===== config.mk =====
export PLATFORM = sky130hd
export DESIGN_NAME = uart_tx_serializer
export DESIGN_NICKNAME = d
export VERILOG_FILES = /design/src/rtl/uart_tx_serializer.sv
export SDC_FILE = /design/constraint.sdc
export NUM_CORES = 1
export LEC_CHECK = 0
export ABC_AREA = 0
export CORE_AREA = 4 4 86 88
export DETAILED_ROUTE_END_ITERATION = 6
export DIE_AREA = 0 0 90 92
export SETUP_SLACK_MARGIN = 0.1
export SYNTH_ARGS = -nofsm -noshare
export SYNTH_HDL_FRONTEND = slang
export SYNTH_SLANG_ARGS = --single-unit

===== constraint.sdc =====
create_clock -name i_clk -period 4.5 [get_ports i_clk]
set_clock_uncertainty 0.1 [all_clocks]
set_input_delay 0.9 -clock i_clk [delete_from_list [all_inputs] [get_ports i_clk]]
set_output_delay 0.9 -clock i_clk [all_outputs]
set_load 0.02 [all_outputs]

===== src/rtl/uart_tx_serializer.sv =====
// uart_tx_serializer: UART transmit bit engine (start, LSB-first data, optional parity, 1/2 stop bits); define UART_TX_PARITY_EN for parity
module uart_tx_serializer #(
   parameter int DATA_WIDTH = 8,
   parameter int DIV_WIDTH  = 16
) (
   input  logic                  i_clk,
   input  logic                  i_rst,
   input  logic [DIV_WIDTH-1:0]  i_clk_div,
   input  logic                  i_stop2,
   input  logic [DATA_WIDTH-1:0] i_data,
   input  logic                  i_valid,
`ifdef UART_TX_PARITY_EN
   input  logic                  i_parity_odd,
`endif
   output logic                  o_ready,
   output logic                  o_tx,
   output logic                  o_busy,
   output logic                  o_done
);
   localparam int IW = $clog2(DATA_WIDTH + 1);
   typedef enum logic [2:0] {
      IDLE,
      START,
      DATA,
`ifdef UART_TX_PARITY_EN
      PARITY,
`endif
      STOP
   } state_t;
   state_t                state;
   logic [DATA_WIDTH-1:0] sh;
   logic [DIV_WIDTH-1:0]  n_q, cnt, n_in;
   logic [IW-1:0]         idx;
   logic                  stop2_q;
`ifdef UART_TX_PARITY_EN
   logic                  par_q;
`endif
   always_comb n_in = (i_clk_div == '0) ? DIV_WIDTH'(1) : i_clk_div;
   assign o_busy = !o_ready;
   // cnt counts down within a bit; idx walks data bits and doubles as the second-stop-bit flag
   always_ff @(posedge i_clk) begin
      if (i_rst) begin
         state   <= IDLE;
         cnt     <= '0;
         idx     <= '0;
         o_tx    <= 1'b1;
         o_ready <= 1'b1;
         o_done  <= 1'b0;
      end else begin
         o_done <= 1'b0;
         if (state == IDLE) begin
            if (i_valid && o_ready) begin
               sh      <= i_data;
               stop2_q <= i_stop2;
               n_q     <= n_in;
               cnt     <= n_in - DIV_WIDTH'(1);
               idx     <= '0;
`ifdef UART_TX_PARITY_EN
               par_q   <= ^i_data ^ i_parity_odd;
`endif
               state   <= START;
               o_tx    <= 1'b0;
               o_ready <= 1'b0;
            end
         end else if (cnt != '0) begin
            cnt <= cnt - DIV_WIDTH'(1);
         end else begin
            cnt <= n_q - DIV_WIDTH'(1);
            case (state)
               START: begin
                  state <= DATA;
                  o_tx  <= sh[0];
               end
               DATA: begin
                  if (idx == IW'(DATA_WIDTH - 1)) begin
                     idx <= '0;
`ifdef UART_TX_PARITY_EN
                     state <= PARITY;
                     o_tx  <= par_q;
`else
                     state <= STOP;
                     o_tx  <= 1'b1;
`endif
                  end else begin
                     idx  <= idx + IW'(1);
                     sh   <= sh >> 1;
                     o_tx <= sh[1];
                  end
               end
`ifdef UART_TX_PARITY_EN
               PARITY: begin
                  state <= STOP;
                  o_tx  <= 1'b1;
               end
`endif
               STOP: begin
                  o_tx <= 1'b1;
                  if (stop2_q && idx == '0) begin
                     idx <= IW'(1);
                  end else begin
                     state   <= IDLE;
                     o_ready <= 1'b1;
                     o_done  <= 1'b1;
                  end
               end
               default: state <= IDLE;
            endcase
         end
      end
   end
endmodule


==> flow_summary.toml, run 1 <==
[setup_path]
cp.buffers_inverters = 2
cp_max_fo = 5
critical_path_class = "input port to register"
critical-path-top-delay-family = "simple AND/OR/NAND/NOR gates"
path_cells = "clkdlybuf4s50_1 > nor4_1 > and4_1 > nor3_1 > nor2_1 > inv_1 > ha_1 > o211ai_2 > and2b_1 > xnor2_1 > a211oi_1"
cpPeakStageDelay_ps = 530
start_kind = "input port"
arrival_ps = 3390
cp.required_ps = 4620
cpMaxStageDelayCell = "nor4_1"
endpoint_kind = "register"

[grt]
grt_usage_pct = 16.82
antenna_found_initial = 0
grt_pass1_vias = 2252
grt_start_max_net_pins = 33
grt_pass1_wl_um = 11160
grt.overflow.total = 0

[placed_design]
dp_hpwl_um = 4972
gp_congestion = 0.8386
place_ws_ps = 969.6
io_buffers = 31

[floorplan]
ios = 32
core_mm2 = 0.006644
fp.dieH_um = 92
row_count = 30
die_w_um = 90
die_area_mm2 = 0.008280
start_util_pct = 43.94

[sta]
finalCritPeriodShare_pct = 72.60
worst_slew_pin_slew_ps = 672.0
max_slew_margin_pct = 54.87
fin_setup_tns_ps = 0
finalCriticalPeriod_ps = 3267
hold_viol_final = 0
max_freq_ghz = 0.3061
worst_slack_ps = 1233
grt_setup_unrepaired = "false"
finalSetupViolCount = 0
slew_violations = 0

[detailed_routing]
ant_nets = 0
viasPerCell = 5.676
wire_per_inst_um = 16.64
via_count = 2293
first_pass_iters = 4
wirelength_um = 6724
first_iter_violations = 163
drcViolationCount = 0

[worst_hold_path]
hold_path_class = "register to register"

[cells_and_area]
fin_util_pct = 50.38
final_net_count = 358
final_common_cell = "nor2_1"
diodes = 0
area_growth_pct = 14.66
drive_above_1_share_pct = 11.11
final_cell_mix = "nor2_1 (37), clkdlybuf4s50_1 (31), dfxtp_1 (25), edfxtp_1 (25)"
fill_cells = 629

[logic_synthesis]
avgSynthCellArea_um2 = 9.447
async_flop_share_pct = 0
yosysSeqAreaShare_pct = 42.86
yosys.cell_types.count = 56
synthesis.area_mm2 = 0.002919
ys.flop_type = "edfxtp_1"
syn-num-nets = 344
ys_ff_latch = 50
yosys_warnings = 0
netlist_top_cells_area = "edfxtp_1 (26%), dfxtp_1 (17%), nor2_1 (4.8%)"
synth_edf_count = 25
synth_top_area_share_pct = 25.72
synth_cells = 309
synth_top_area_cell = "edfxtp_1"

[outcome]
status = "complete, no violations"

[pwr]
peakVddDrop_v = 0.0002240
p_leak_nw = 1.153
switching_power_uw = 592.7
intPower_uw = 990.0
clkPwrFrac_pct = 19.9
combPwrFrac_pct = 39.9
p_sw_share_pct = 37.45
power_density_mw_per_mm2 = 472.9
power_frac_seq_pct = 40.2

[cts]
cts_sinks = 50
cts_setup_buffers = 0
cts_root_buffer = "clkbuf_8"
cts_tree = "done"
cts-resized-gates = 0
clock_latency_ps = 300
clkTransAtPathRegs_ps = 100
cts.htree.levels = 2
clockBufferDepth = 2
cts_inserted_buffers = 5
postCtsHoldBufs = 0

[run]
drv_cap = 0
## power groups by stage
stage / Clock [mW] / Combinational [mW] / Sequential [mW]
floorplan: 0 / 0.488 / 0.632
global placement: 0 / 0.627 / 0.647
detailed placement: 0 / 0.627 / 0.646
CTS: 0.324 / 0.631 / 0.636
global route: 0.345 / 0.700 / 0.647
finish: 0.314 / 0.632 / 0.636
## worst register-to-register path, stage by stage (launching register included)
cell and delay [ps]:
dfxtp_1 340, inv_1 110, ha_2 620, inv_1 310, nor3_1 360, nor2_1 100, inv_1 90, ha_1 170
o211ai_2 160, nor4_4 290, nand2_1 130, xor2_1 170, a211oi_1 210
## routing by layer
metal  vias up  wire length (um)  GRT usage [%]
met1      1085              3427          23.18
met4         0                64          5.102
met3         6               237          3.363
met2        48              2995          26.70
met5         -                 0              0
li1       1154                 -              -
## registers in the layout (all words and copies together) (netlist names)
register and flops:
o_tx 1, cnt 16, o_ready 1, state 2, idx 4, sh 8, stop2_q 1, n_q 16
o_done 1
## final timing paths
path	from	endpoint	slack (ps)	cells past startpoint
worst max-delay path	i_clk_div[5]	cnt[4]	1230	11
worst max register to register	state[0]	cnt[10]	1250	12
worst min register to register	idx[1]	idx[1]	410	2
worst min-delay path	idx[1]	idx[1]	410	2
## kinds of logic after synthesis
| family | Yosys count | synth area share [%] |
|---|---|---|
| AO/OA/AOI/OAI | 82 | 20.32 |
| AND/OR/NAND/NOR | 111 | 20.83 |
| adder cells (fa/ha/maj) | 7 | 3.000 |
| buffers and inverters | 38 | 5.700 |
| XOR/XNOR | 9 | 2.701 |
| flip-flops | 50 | 42.86 |
| multiplexers | 12 | 4.586 |
## layout make-up
class,instances,area [um^2],area share (%)
Clock inverter,1,30.03,0.8972
Tap cell,80,100.1,2.991
Timing Repair Buffer,37,355.3,10.62
Sequential cell,50,1251,37.38
Clock buffer,7,76.32,2.280
Inverter,8,30.03,0.8972
Multi-Input combinational cell,221,1504,44.93
## Yosys cell counts, types with 4 or more instances
library cell	n
nand3_1	7
mux2_2	7
nor2b_1	5
a21oi_1	21
ha_1	7
o21ai_0	21
clkbuf_1	20
nor2_1	37
nor3_1	11
nand2_1	20
inv_1	8
a311oi_1	4
edfxtp_1	25
buf_2	7
a211oi_1	14
xor2_1	6
mux2i_1	4
dfxtp_1	25
## per-stage QoR
stage	instance area, um^2	cells	total power [mW]	hold slack [ps]
after floorplan	2919	309	1.120	361.9
after global placement	3241	396	1.274	387.5
after detailed placement	3241	396	1.274	388.9
after CTS	3347	404	1.592	404.8
after global routing	3347	404	1.691	436.8
final	3347	404	1.583	406.5
No activity file was read; power rests on OpenSTA's default activity.
==> run 2: changes to the inputs <==
==> constraint.sdc (replaced) <==
create_clock -name i_clk -period 3.3 [get_ports i_clk]
set_clock_uncertainty 0.1 [all_clocks]
set_input_delay 0.66 -clock i_clk [delete_from_list [all_inputs] [get_ports i_clk]]
set_output_delay 0.66 -clock i_clk [all_outputs]
set_load 0.02 [all_outputs]
==> run 2 against run 1 <==
Against the previous run: largest cell class unchanged; total power is 34% higher; die area unchanged; worst setup slack worse by 980 ps; register-to-register slack worse by 830 ps; clock power grew 11%; global-route usage up 0.90 points; critical path type unchanged; sequential cell count stayed put; count of clock-buffer cells in the layout shrank 1; combinational power increased by 42%; cell count increased by 2.5%.
==> flow_summary.toml, run 2 (synthesized netlist as in run 1, its figures left out) <==
[cells_and_area]
drive_above_1_share_pct = 14.07
final_net_count = 368
final_cell_area_mm2 = 0.003402
diodes = 0
final_cell_mix = "nor2_1 (37), clkdlybuf4s50_1 (31), dfxtp_1 (25), edfxtp_1 (25)"
area_growth_pct = 16.55
reg_top3 = "cnt x16, n_q x16, sh x8"
fin_cells = 414
final_common_cell = "nor2_1"

[pwr]
switching_power_uw = 825.5
intPower_mw = 1.291
peakVddDrop_v = 0.0002746
combPwrFrac_pct = 42.4
p_sw_share_pct = 39.00
clkPwrFrac_pct = 16.5
power_frac_seq_pct = 41.1
power_mw = 2.117
power_density_mw_per_mm2 = 622.2
p_leak_nw = 1.194

[worst_hold_path]
hold_path_class = "register to register"
holdPathEnd = "o_tx"
min_delay_path_depth = 2
min-delay-start = "o_tx"

[detailed_routing]
wire_per_inst_um = 16.67
viasPerCell = 5.638
first_pass_iters = 4
wirelength_um = 6901
first_iter_violations = 152
via_count = 2334
drcViolationCount = 0
ant_nets = 0

[grt]
grt_start_max_net_pins = 33
grt_pass1_wl_um = 11650
grt_usage_pct = 17.72
grt.overflow.total = 0
antenna_found_initial = 0
grt_pass1_vias = 2220

[floorplan]
start_util_pct = 43.94
die_w_um = 90
core_mm2 = 0.006644
die_area_mm2 = 0.008280
ios = 32
row_count = 30
fp.dieH_um = 92

[sta]
hold_ws_ps = 404.6
hold_viol_final = 0
finalSetupViolCount = 0
max_slew_margin_pct = 58.85
worst_slack_ps = 250.7
grt_setup_unrepaired = "false"
max_freq_ghz = 0.3279
finalCriticalPeriod_ps = 3049
slew_violations = 0
worst_slew_pin_slew_ps = 612.6
finalCritPeriodShare_pct = 92.40

[cts]
cts_sinks = 50
clockBufferDepth = 2
cts_tree = "done"
cts_root_buffer = "clkbuf_8"
clkTransAtPathRegs_ps = 90
cts_setup_buffers = 0
postCtsHoldBufs = 0
cts_inserted_buffers = 5
cts-resized-gates = 0
clock_latency_ps = 310
cts.htree.levels = 2

[placed_design]
dp_cells = 406
gp_congestion = 0.8641
io_buffers = 31
place_ws_ps = -98.27
place_area_mm2 = 0.003316
dp_hpwl_um = 5054

[setup_path]
worstReg2RegEnd = "cnt[15]"
cp.required_ps = 3430
r2r_slack_ps = 420
cp_max_fo = 5
reg2reg_from = "state[1]"
endpoint_kind = "register"
cpPeakStageDelay_ps = 600
path_cells = "clkdlybuf4s50_1 > nor4_1 > buf_4 > and4_1 > nor3_2 > nor2_1 > inv_1 > ha_1 > o211ai_2 > nor4_4 > nand2_1 > xor2_1 > a211oi_1"
arrival_ps = 3180
cpMaxStageDelayCell = "clkdlybuf4s50_1"
start_kind = "input port"
critical_path_class = "input port to register"
worst_r2r_path_depth = 9

[run]
drv_cap = 0

[outcome]
status = "complete, no violations"
run 2: cell type report:
cell class / instances / area, um^2
clock inverters: 2 / 8.758
fillers: 625 / 3242
multi-input cells: 221 / 1509
flip-flops and latches: 50 / 1251
repair buffers: 47 / 430.4
well taps: 80 / 100.1
inverters: 8 / 30.03
clock buffers: 6 / 72.57
run 2: per-layer routing:
metal / vias up / global-route usage (%) / part of all wire [%]
li1: 1181 / - / -
met1: 1083 / 24.77 / 50
met2: 61 / 26.32 / 44
met3: 9 / 4.020 / 5.0
met4: 0 / 7.398 / 1.7
met5: - / 0 / 0
run 2: worst max path at each step:
stage	startpoint	end	slack [ps]	depth (start not counted)
5_1_grt	i_clk_div[4]	cnt[10]	100	13
6_report	i_clk_div[4]	cnt[10]	250	13
3_5_place_dp	i_clk_div[4]	cnt[10]	-100	13
2_1_floorplan	state[0]	cnt[10]	320	15
3_3_place_gp	i_clk_div[4]	cnt[10]	-9	13
4_1_cts	i_clk_div[4]	cnt[10]	220	13
run 2: worst max-delay path: cells and delay by family:
| family | cells | cell delay (ps) |
|---|---|---|
| buffers and inverters | 3 | 830 |
| adder cells (fa/ha/maj) | 1 | 180 |
| AO/OA/AOI/OAI | 2 | 400 |
| XOR/XNOR | 1 | 180 |
| AND/OR/NAND/NOR | 6 | 930 |
run 2: power by group through the flow:
| stage | logic (mW) | clock network, mW | registers (mW) |
|---|---|---|---|
| finish | 0.898 | 0.349 | 0.869 |
| global route | 1.00 | 0.386 | 0.886 |
| floorplan | 0.665 | 0 | 0.862 |
| global placement | 0.890 | 0 | 0.881 |
| detailed placement | 0.892 | 0 | 0.882 |
| CTS | 0.896 | 0.364 | 0.869 |
run 2: stage by stage:
step	TNS, ps	utilization [%]
CTS	0	51.13
global placement	-8.902	49.91
floorplan	0	-
global route	0	51.21
detailed placement	-152.9	49.91
finish	0	51.21
==> run 3: changes to the inputs <==
--- a/config.mk
+++ b/config.mk
@@ -9,6 +9,8 @@
 export CORE_AREA = 4 4 86 88
 export DETAILED_ROUTE_END_ITERATION = 6
 export DIE_AREA = 0 0 90 92
+export GPL_TIMING_DRIVEN = 1
+export PLACE_DENSITY = 0.72
 export SETUP_SLACK_MARGIN = 0.1
 export SYNTH_ARGS = -nofsm -noshare
 export SYNTH_HDL_FRONTEND = slang
==> run 3 against run 2 <==
Against the previous run: worst setup slack improved by 140 ps; total power is 0.39% lower; critical path depth down 1; wire length fell by 2.3%; non-clock buffer count fell by 5; via count is 1.4% higher; sequential power is essentially flat; critical path type unchanged; critical endpoint is now cnt[12].
==> flow_summary.toml, run 3 (synthesized netlist as in run 1, its figures left out) <==
[outcome]
status = "complete, no violations"

[placed_design]
dp_hpwl_um = 5024
gp_congestion = 0.9214
io_buffers = 31
dp_cells = 401
place_area_mm2 = 0.003278

[cts]
clockBufferDepth = 2
cts_sinks = 50
cts_setup_buffers = 0
clock_latency_ps = 310
postCtsHoldBufs = 0
cts-resized-gates = 0
cts_inserted_buffers = 5
cts_tree = "done"
cts.htree.levels = 2
cts_root_buffer = "clkbuf_8"
clkTransAtPathRegs_ps = 100

[cells_and_area]
final_net_count = 363
area_growth_pct = 15.09
final_cell_area_mm2 = 0.003359
reg_top3 = "cnt x16, n_q x16, sh x8"
fill_cells = 601
diodes = 0
drive_above_1_share_pct = 12.46
final_cell_mix = "nor2_1 (37), clkdlybuf4s50_1 (31), dfxtp_1 (25), edfxtp_1 (25)"
fin_cells = 409
final_common_cell = "nor2_1"

[sta]
max_freq_ghz = 0.3433
finalCriticalPeriod_ps = 2913
finalCritPeriodShare_pct = 88.26
fin_setup_tns_ps = 0
finalSetupViolCount = 0
grt_setup_unrepaired = "false"
hold_viol_final = 0
max_slew_margin_pct = 59.17
slew_violations = 0
worst_slew_pin_slew_ps = 607.8

[run]
drv_cap = 0

[pwr]
intPower_mw = 1.289
switching_power_uw = 819.7
combPwrFrac_pct = 42.2
power_frac_seq_pct = 41.1
peakVddDrop_v = 0.0002659
p_sw_share_pct = 38.87
power_density_mw_per_mm2 = 627.7
p_leak_nw = 1.168
clkPwrFrac_pct = 16.7

[worst_hold_path]
min_delay_path_depth = 2
hold_path_class = "register to register"

[floorplan]
start_util_pct = 43.94
die_area_mm2 = 0.008280
die_w_um = 90
row_count = 30
fp.dieH_um = 92
core_mm2 = 0.006644
ios = 32

[setup_path]
cp.required_ps = 3420
arrival_ps = 3030
worst_r2r_path_depth = 12
endpoint_kind = "register"
start_kind = "input port"
critical_path_class = "input port to register"
cp_max_fo = 5

[grt]
grt_pass1_wl_um = 11280
grt.overflow.total = 0
grt_pass1_vias = 2313
grt_usage_pct = 16.83
antenna_found_initial = 0
grt_start_max_net_pins = 23

[detailed_routing]
highest_layer = "met4"
first_iter_violations = 226
wire_per_inst_um = 16.49
wirelength_um = 6744
drt-met1-wl_um = 3047
first_pass_iters = 4
drcViolationCount = 0
viasPerCell = 5.787
ant_nets = 0
met3_length_um = 400
wl_met2_um = 3167
via_count = 2367
run 3: worst max-delay path, cell delays in order:
cell             delay (ps)
clkdlybuf4s50_1         540
nor3_1                  120
and4_1                  210
nor3_1                  230
nor2_1                  100
inv_1                    80
ha_1                    170
o211ai_2                160
nor4_4                  250
nand2_1                 110
xor2_1                  160
a211oi_1                240
run 3: worst paths after layout:
kind                                end  slack, ps    startpoint
worst min-delay path             idx[1]        410        idx[1]
worst max register to register  cnt[12]        450      state[0]
worst max-delay path            cnt[12]        390  i_clk_div[9]
worst min register to register   idx[1]        410        idx[1]
run 3: final cells by class:
cell class                      count  area (um^2)  area share, %
Clock buffer                        6        72.57          2.160
Multi-Input combinational cell    221         1504          44.77
Tap cell                           80        100.1          2.980
Clock inverter                      2        8.758         0.2607
Sequential cell                    50         1251          37.24
Timing Repair Buffer               42        392.9          11.69
Inverter                            8        30.03         0.8939
run 3: per-layer routing:
metal / vias to the layer above / global-route usage [%]
met2: 69 / 27.07
met5: - / 0
li1: 1167 / -
met3: 13 / 3.445
met4: 0 / 6.505
met1: 1118 / 22.27
run 3: metrics by stage:
stage / power, mW / hold WS, ps / utilization (%) / worst slack [ps]
4_1_cts: 2.115 / 407.0 / 50.57 / 375.8
5_1_grt: 2.249 / 451.4 / 50.57 / 172.7
6_report: 2.109 / 408.1 / 50.57 / 387.5
2_1_floorplan: 1.528 / 361.9 / - / 315.2
3_5_place_dp: 1.761 / 393.0 / 49.34 / 75.60
3_3_place_gp: 1.748 / 378.0 / 49.34 / 101.1
run 3: power by group through the flow:
stage / combinational [mW] / clock [mW] / sequential, mW
after floorplan: 0.665 / 0 / 0.862
after global placement: 0.869 / 0 / 0.879
after detailed placement: 0.882 / 0 / 0.879
after CTS: 0.888 / 0.361 / 0.866
after global routing: 0.980 / 0.386 / 0.883
final: 0.889 / 0.353 / 0.867
